--- src/rtl/fetch_unit_if.sv ---
// fetch_if: memory read port, instruction output port and core control signals of the fetch unit
interface fetch_if;
  logic [31:0] mem_addr;
  logic        mem_rstrb;
  logic [31:0] mem_rdata;
  logic [31:0] instr;
  logic [31:0] instr_pc;
  logic        instr_valid;
  logic        instr_ready;
  logic        redirect;
  logic [31:0] redirect_pc;
  logic        halt;
  logic        halted;
  modport master (
    output mem_addr, mem_rstrb, instr, instr_pc, instr_valid, halted,
    input  mem_rdata, instr_ready, redirect, redirect_pc, halt
  );
  modport slave (
    input  mem_addr, mem_rstrb, instr, instr_pc, instr_valid, halted,
    output mem_rdata, instr_ready, redirect, redirect_pc, halt
  );
endinterface

--- src/rtl/fetch_unit.sv ---
// fetch_unit: 1-cycle-latency instruction fetch feeding a 2-entry {instr, pc} prefetch FIFO
module fetch_unit #(
  parameter logic [31:0] RESET_PC = 32'h0000_0000
) (
  input logic     clk,
  input logic     resetn,
  fetch_if.master bus
);
  localparam logic [31:0] START_PC = {RESET_PC[31:2], 2'b00};
  logic [31:0] pc;
  logic [31:0] req_pc;
  logic [31:0] fifo_instr [2];
  logic [31:0] fifo_pc [2];
  logic [1:0]  count;
  logic        wr_ptr;
  logic        rd_ptr;
  logic        inflight;
  logic        valid;
  logic        pop;
  logic        push;
  logic        issue;
  assign valid = count != 2'd0;
  assign pop = valid && bus.instr_ready;
  assign push = inflight && !bus.redirect;
  // a slot freed by this cycle's pop may be reused at once, giving back-to-back strobes
  assign issue = resetn && !bus.halt && !bus.redirect && (3'(count) + 3'(inflight) - 3'(pop) < 3'd2);
  assign bus.mem_rstrb = issue;
  assign bus.mem_addr = pc;
  assign bus.instr_valid = valid;
  assign bus.instr = valid ? fifo_instr[rd_ptr] : '0;
  assign bus.instr_pc = valid ? fifo_pc[rd_ptr] : '0;
  assign bus.halted = resetn && bus.halt && !inflight;
  // fetch PC, in-flight tracking and FIFO occupancy; redirect flushes everything
  always_ff @(posedge clk or negedge resetn) begin
    if (!resetn) begin
      pc <= START_PC;
      req_pc <= '0;
      inflight <= 1'b0;
      count <= 2'd0;
      wr_ptr <= 1'b0;
      rd_ptr <= 1'b0;
    end else if (bus.redirect) begin
      pc <= {bus.redirect_pc[31:2], 2'b00};
      inflight <= 1'b0;
      count <= 2'd0;
      wr_ptr <= 1'b0;
      rd_ptr <= 1'b0;
    end else begin
      inflight <= issue;
      if (issue) begin
        pc <= pc + 32'd4;
        req_pc <= pc;
      end
      if (push) wr_ptr <= ~wr_ptr;
      if (pop) rd_ptr <= ~rd_ptr;
      count <= count + 2'(push) - 2'(pop);
    end
  end
  // FIFO storage needs no reset: outputs are masked while the FIFO is empty
  always_ff @(posedge clk) begin
    if (push) begin
      fifo_instr[wr_ptr] <= bus.mem_rdata;
      fifo_pc[wr_ptr] <= req_pc;
    end
  end
endmodule
--- src/flat_wrapper.sv ---
// flat-port wrapper written by rule: the top's interface ports become plain ports
module fetch_unit_flat 
#(
  parameter logic [31:0] RESET_PC = 32'h0000_0000
)
  (clk, resetn, bus_mem_addr, bus_mem_rstrb, bus_instr, bus_instr_pc, bus_instr_valid, bus_halted, bus_mem_rdata, bus_instr_ready, bus_redirect, bus_redirect_pc, bus_halt);
  fetch_if bus_i ();
  input logic clk;
  input logic resetn;
  output wire logic [$bits(bus_i.mem_addr)-1:0] bus_mem_addr;
  output wire logic [$bits(bus_i.mem_rstrb)-1:0] bus_mem_rstrb;
  output wire logic [$bits(bus_i.instr)-1:0] bus_instr;
  output wire logic [$bits(bus_i.instr_pc)-1:0] bus_instr_pc;
  output wire logic [$bits(bus_i.instr_valid)-1:0] bus_instr_valid;
  output wire logic [$bits(bus_i.halted)-1:0] bus_halted;
  input wire logic [$bits(bus_i.mem_rdata)-1:0] bus_mem_rdata;
  input wire logic [$bits(bus_i.instr_ready)-1:0] bus_instr_ready;
  input wire logic [$bits(bus_i.redirect)-1:0] bus_redirect;
  input wire logic [$bits(bus_i.redirect_pc)-1:0] bus_redirect_pc;
  input wire logic [$bits(bus_i.halt)-1:0] bus_halt;
  assign bus_mem_addr = bus_i.mem_addr;
  assign bus_mem_rstrb = bus_i.mem_rstrb;
  assign bus_instr = bus_i.instr;
  assign bus_instr_pc = bus_i.instr_pc;
  assign bus_instr_valid = bus_i.instr_valid;
  assign bus_halted = bus_i.halted;
  assign bus_i.mem_rdata = bus_mem_rdata;
  assign bus_i.instr_ready = bus_instr_ready;
  assign bus_i.redirect = bus_redirect;
  assign bus_i.redirect_pc = bus_redirect_pc;
  assign bus_i.halt = bus_halt;
  fetch_unit #(.RESET_PC(RESET_PC)) u_core (.clk(clk), .resetn(resetn), .bus(bus_i));
endmodule
--- config.mk ---
export PLATFORM = sky130hd
export DESIGN_NAME = fetch_unit_flat
export DESIGN_NICKNAME = d
export VERILOG_FILES = /design/src/rtl/fetch_unit_if.sv /design/src/rtl/fetch_unit.sv /design/src/flat_wrapper.sv
export SDC_FILE = /design/constraint.sdc
export NUM_CORES = 1
export LEC_CHECK = 0
export BUFFER_PORTS_ARGS = -buffer_cell sky130_fd_sc_hd__buf_2
export CAP_MARGIN = 15
export CORE_MARGIN = 8
export CORE_UTILIZATION = 52
export DETAILED_ROUTE_END_ITERATION = 16
export PLACE_DENSITY = 0.86
export SYNTH_ARGS = -nofsm -noshare
export SYNTH_HDL_FRONTEND = slang
export SYNTH_SLANG_ARGS = --single-unit
--- constraint.sdc ---
create_clock -name clk -period 9.1 [get_ports clk]
set_clock_uncertainty 0.05 [all_clocks]
set_input_delay 1.82 -clock clk [delete_from_list [all_inputs] [get_ports clk]]
set_output_delay 1.82 -clock clk [all_outputs]
set_load 0.03 [all_outputs]
==> impl_metrics.yaml <==
run_status:
  status: "complete, no violations"
yosys:
  yosysWarnings: 0
  syn-cell-area_mm2: 0.007874
  netlist_instances: 635
  ys_types: 46
  synth_edf_count: 124
  synthTopCellsByArea: "edfxtp_1 47%, dfrtp_1 21%, mux2i_1 7.9%"
  synth-async-reset-ratio_pct: 34.39
  synth_compound_area_share_pct: 5.307
  synth-simple-area-share_pct: 14.08
  synth_most_common_cell: "edfxtp_1"
  yosys.area_share.adder_pct: 0.8899
  synth-xor-area-share_pct: 0.6674
  avgSynthCellArea_um2: 12.40
  synth.top_cell.area_share_pct: 47.29
  yosysSeqAreaShare_pct: 67.95
  synth_seq_cells: 189
  synth_largest_area_cell: "edfxtp_1"
  synth_flop_cell: "edfxtp_1"
  synth_top_family_by_area: "simple AND/OR/NAND/NOR gates"
  synth_common_cells: "124 x edfxtp_1, 114 x nand2_1, 80 x nor2_1"
  synthMuxAreaShare_pct: 8.311
critical_path:
  cp.required_ns: 7.23
  arrival_ns: 4.69
  critical_path.max_fanout: 59
  setup.worst_path.class: "primary input to primary output"
  r2r_setup_slack_ns: 4.83
  rr_endpoint: "u_core.bus.mem_addr[13]"
  r2r-start: "u_core.count[1]"
  worstSetupEndpointType: "primary output"
  start_kind: "primary input"
  r2r_cells: 13
route:
  post_drt_wl_per_cell_um: 17.45
  first_pass_iters: 5
  drt_iter0_markers: 424
  ant_nets: 0
  via_per_inst: 5.563
  route.detailed.drc: 0
  wirelength_um: 17270
  vias: 5507
sta:
  fin_crit_ns: 6.558
  tightest_slew_ns: 1.136
  rsz0062_at_grt: "no"
  tns_ns: 0
  fin_crit_sh_pct: 72.07
  drv_slew: 0
  relSlewSlack_pct: 24.29
  fmax_mhz: 152.5
  setup_viol: 0
  finalHoldViolCount: 0
die:
  coreArea_mm2: 0.01498
  rows: 45
  start_util_pct: 52.57
  die_y_um: 139.1
  die_w_um: 139.1
  dieArea_mm2: 0.01933
  io_pins: 168
cts:
  path_clk_slew_ns: 0.07
  root_buffer: "clkbuf_16"
  postCtsHoldBufs: 0
  cts_setup_buffers: 0
  cts_buffers: 17
  clockBufferDepth: 2
  cts_htree_levels: 4
  cts_tree: "done"
  clock-sinks: 189
  clock_latency_ns: 0.42
  cts.repair.resized: 0
power:
  p_leak_nw: 3.860
  p_per_area_mw_per_mm2: 296.7
  max-vdd-ir-drop_mv: 0.1581
  total_power_w: 0.002782
finish:
  final_layout_size_suffix_gt1_share_pct: 25.81
  area_growth_pct: 19.05
  final_nets: 863
  design_area_mm2: 0.009374
  antenna_cells: 0
flow_run:
  drv_cap: 0
placed_design:
  dpl.hpwl_um: 11270
  post_dp_cell_area_mm2: 0.008830
  numPortBuffers: 161
  gp_congestion: 0.8812
grt:
  grt_pass1_wl_um: 27720
  grt_use_total_pct: 17.93
  antenna_found_initial: 0
  grt_overflow: 0
  grt_max_degree: 68
  grt_pass1_vias: 5356
hold_path:
  hold_start: "u_core.req_pc[4]"
  whs_endpoint: "u_core.fifo_pc[1][4]"
  min_path_cells: 0
  hold_path.class: "flip-flop to flip-flop"
sequential cells by signal, indices dropped and copies added, names as in the netlist:
register / cells
u_core.req_pc: 30
u_core.bus.mem_addr: 30
u_core.count: 2
u_core.inflight: 1
u_core.rd_ptr: 1
u_core.fifo_pc: 60
u_core.fifo_instr: 64
u_core.wr_ptr: 1
worst max-delay path, cell delays in order:
cell      delay (ns)
buf_2           0.07
nor2b_1         0.21
ha_1            0.27
inv_1           0.09
nand2_1         0.08
fa_1            0.49
nand2_1         0.05
or4_2           0.62
buf_4           0.34
clkinv_4        0.34
buf_2           0.27
metrics by stage:
step	util [%]	worst slack [ns]	std cells	hold WS, ns
6_report	62.59	2.542	990	0.4215
5_1_grt	62.59	2.368	990	0.4323
4_1_cts	62.54	2.546	989	0.4185
3_5_place_dp	58.96	2.559	957	0.4030
3_3_place_gp	58.96	2.638	957	0.3980
2_1_floorplan	-	3.286	638	0.3866
per-layer routing:
layer	vias to the layer above	track usage, %	wire [um]
met2	261	28.45	8115
li1	2573	-	-
met4	0	6.181	170
met1	2659	22.45	7475
met3	14	6.299	1512
met5	-	0	0
how the worst max path moves through the flow:
stage / from / cells past startpoint / slack (ns) / end
after floorplan: bus_instr_ready / 11 / 3.29 / bus_mem_rstrb
after global placement: bus_instr_ready / 11 / 2.64 / bus_mem_rstrb
after detailed placement: bus_instr_ready / 11 / 2.56 / bus_mem_rstrb
after CTS: bus_instr_ready / 11 / 2.55 / bus_mem_rstrb
after global routing: bus_instr_ready / 11 / 2.37 / bus_mem_rstrb
final: bus_instr_ready / 11 / 2.54 / bus_mem_rstrb
layout make-up:
cell class,instances,area (um^2)
Timing Repair Buffer,168,858.3
Clock inverter,14,107.6
Clock buffer,18,429.2
Multi-Input combinational cell,400,2336
Fill cell,1175,5603
Tap cell,188,235.2
Inverter,13,53.80
Sequential cell,189,5354
placed cells by master (no fill, tap or decap), drive strengths merged, types with 2 or more instances in the layout:
cell	n
xnor2	4
nand2	114
nand4	14
clkinvlp	3
a22oi	3
nor2b	9
a21o	2
conb	4
dfrtp	65
and2	2
nand4b	2
and3	4
clkinv	5
nor2	80
edfxtp	124
mux2	3
nor4	4
o21ai	28
xor2	2
a31oi	8
nand3b	4
a21oi	6
nor3	3
o311ai	7
inv	19
mux2i	62
o211ai	7
ha	4
clkbuf	18
buf	168
nand3	14
power breakdown:
group / leakage, nW / internal [W] / switching [W]
Combinational: 1.67 / 0.000280 / 0.000593
Clock: 0.256 / 0.000354 / 0.000320
Sequential: 1.94 / 0.00108 / 0.000159
cell families (layout without fill, tap and decap cells):
family	after synthesis	after routing
xor+xnor	6	6
buf+inv	49	213
simple gates	254	254
mux	65	65
other cells	1	4
compound gates	66	66
fa+ha+maj	5	5
flops	189	189
Power figures use the tool's default switching activity.
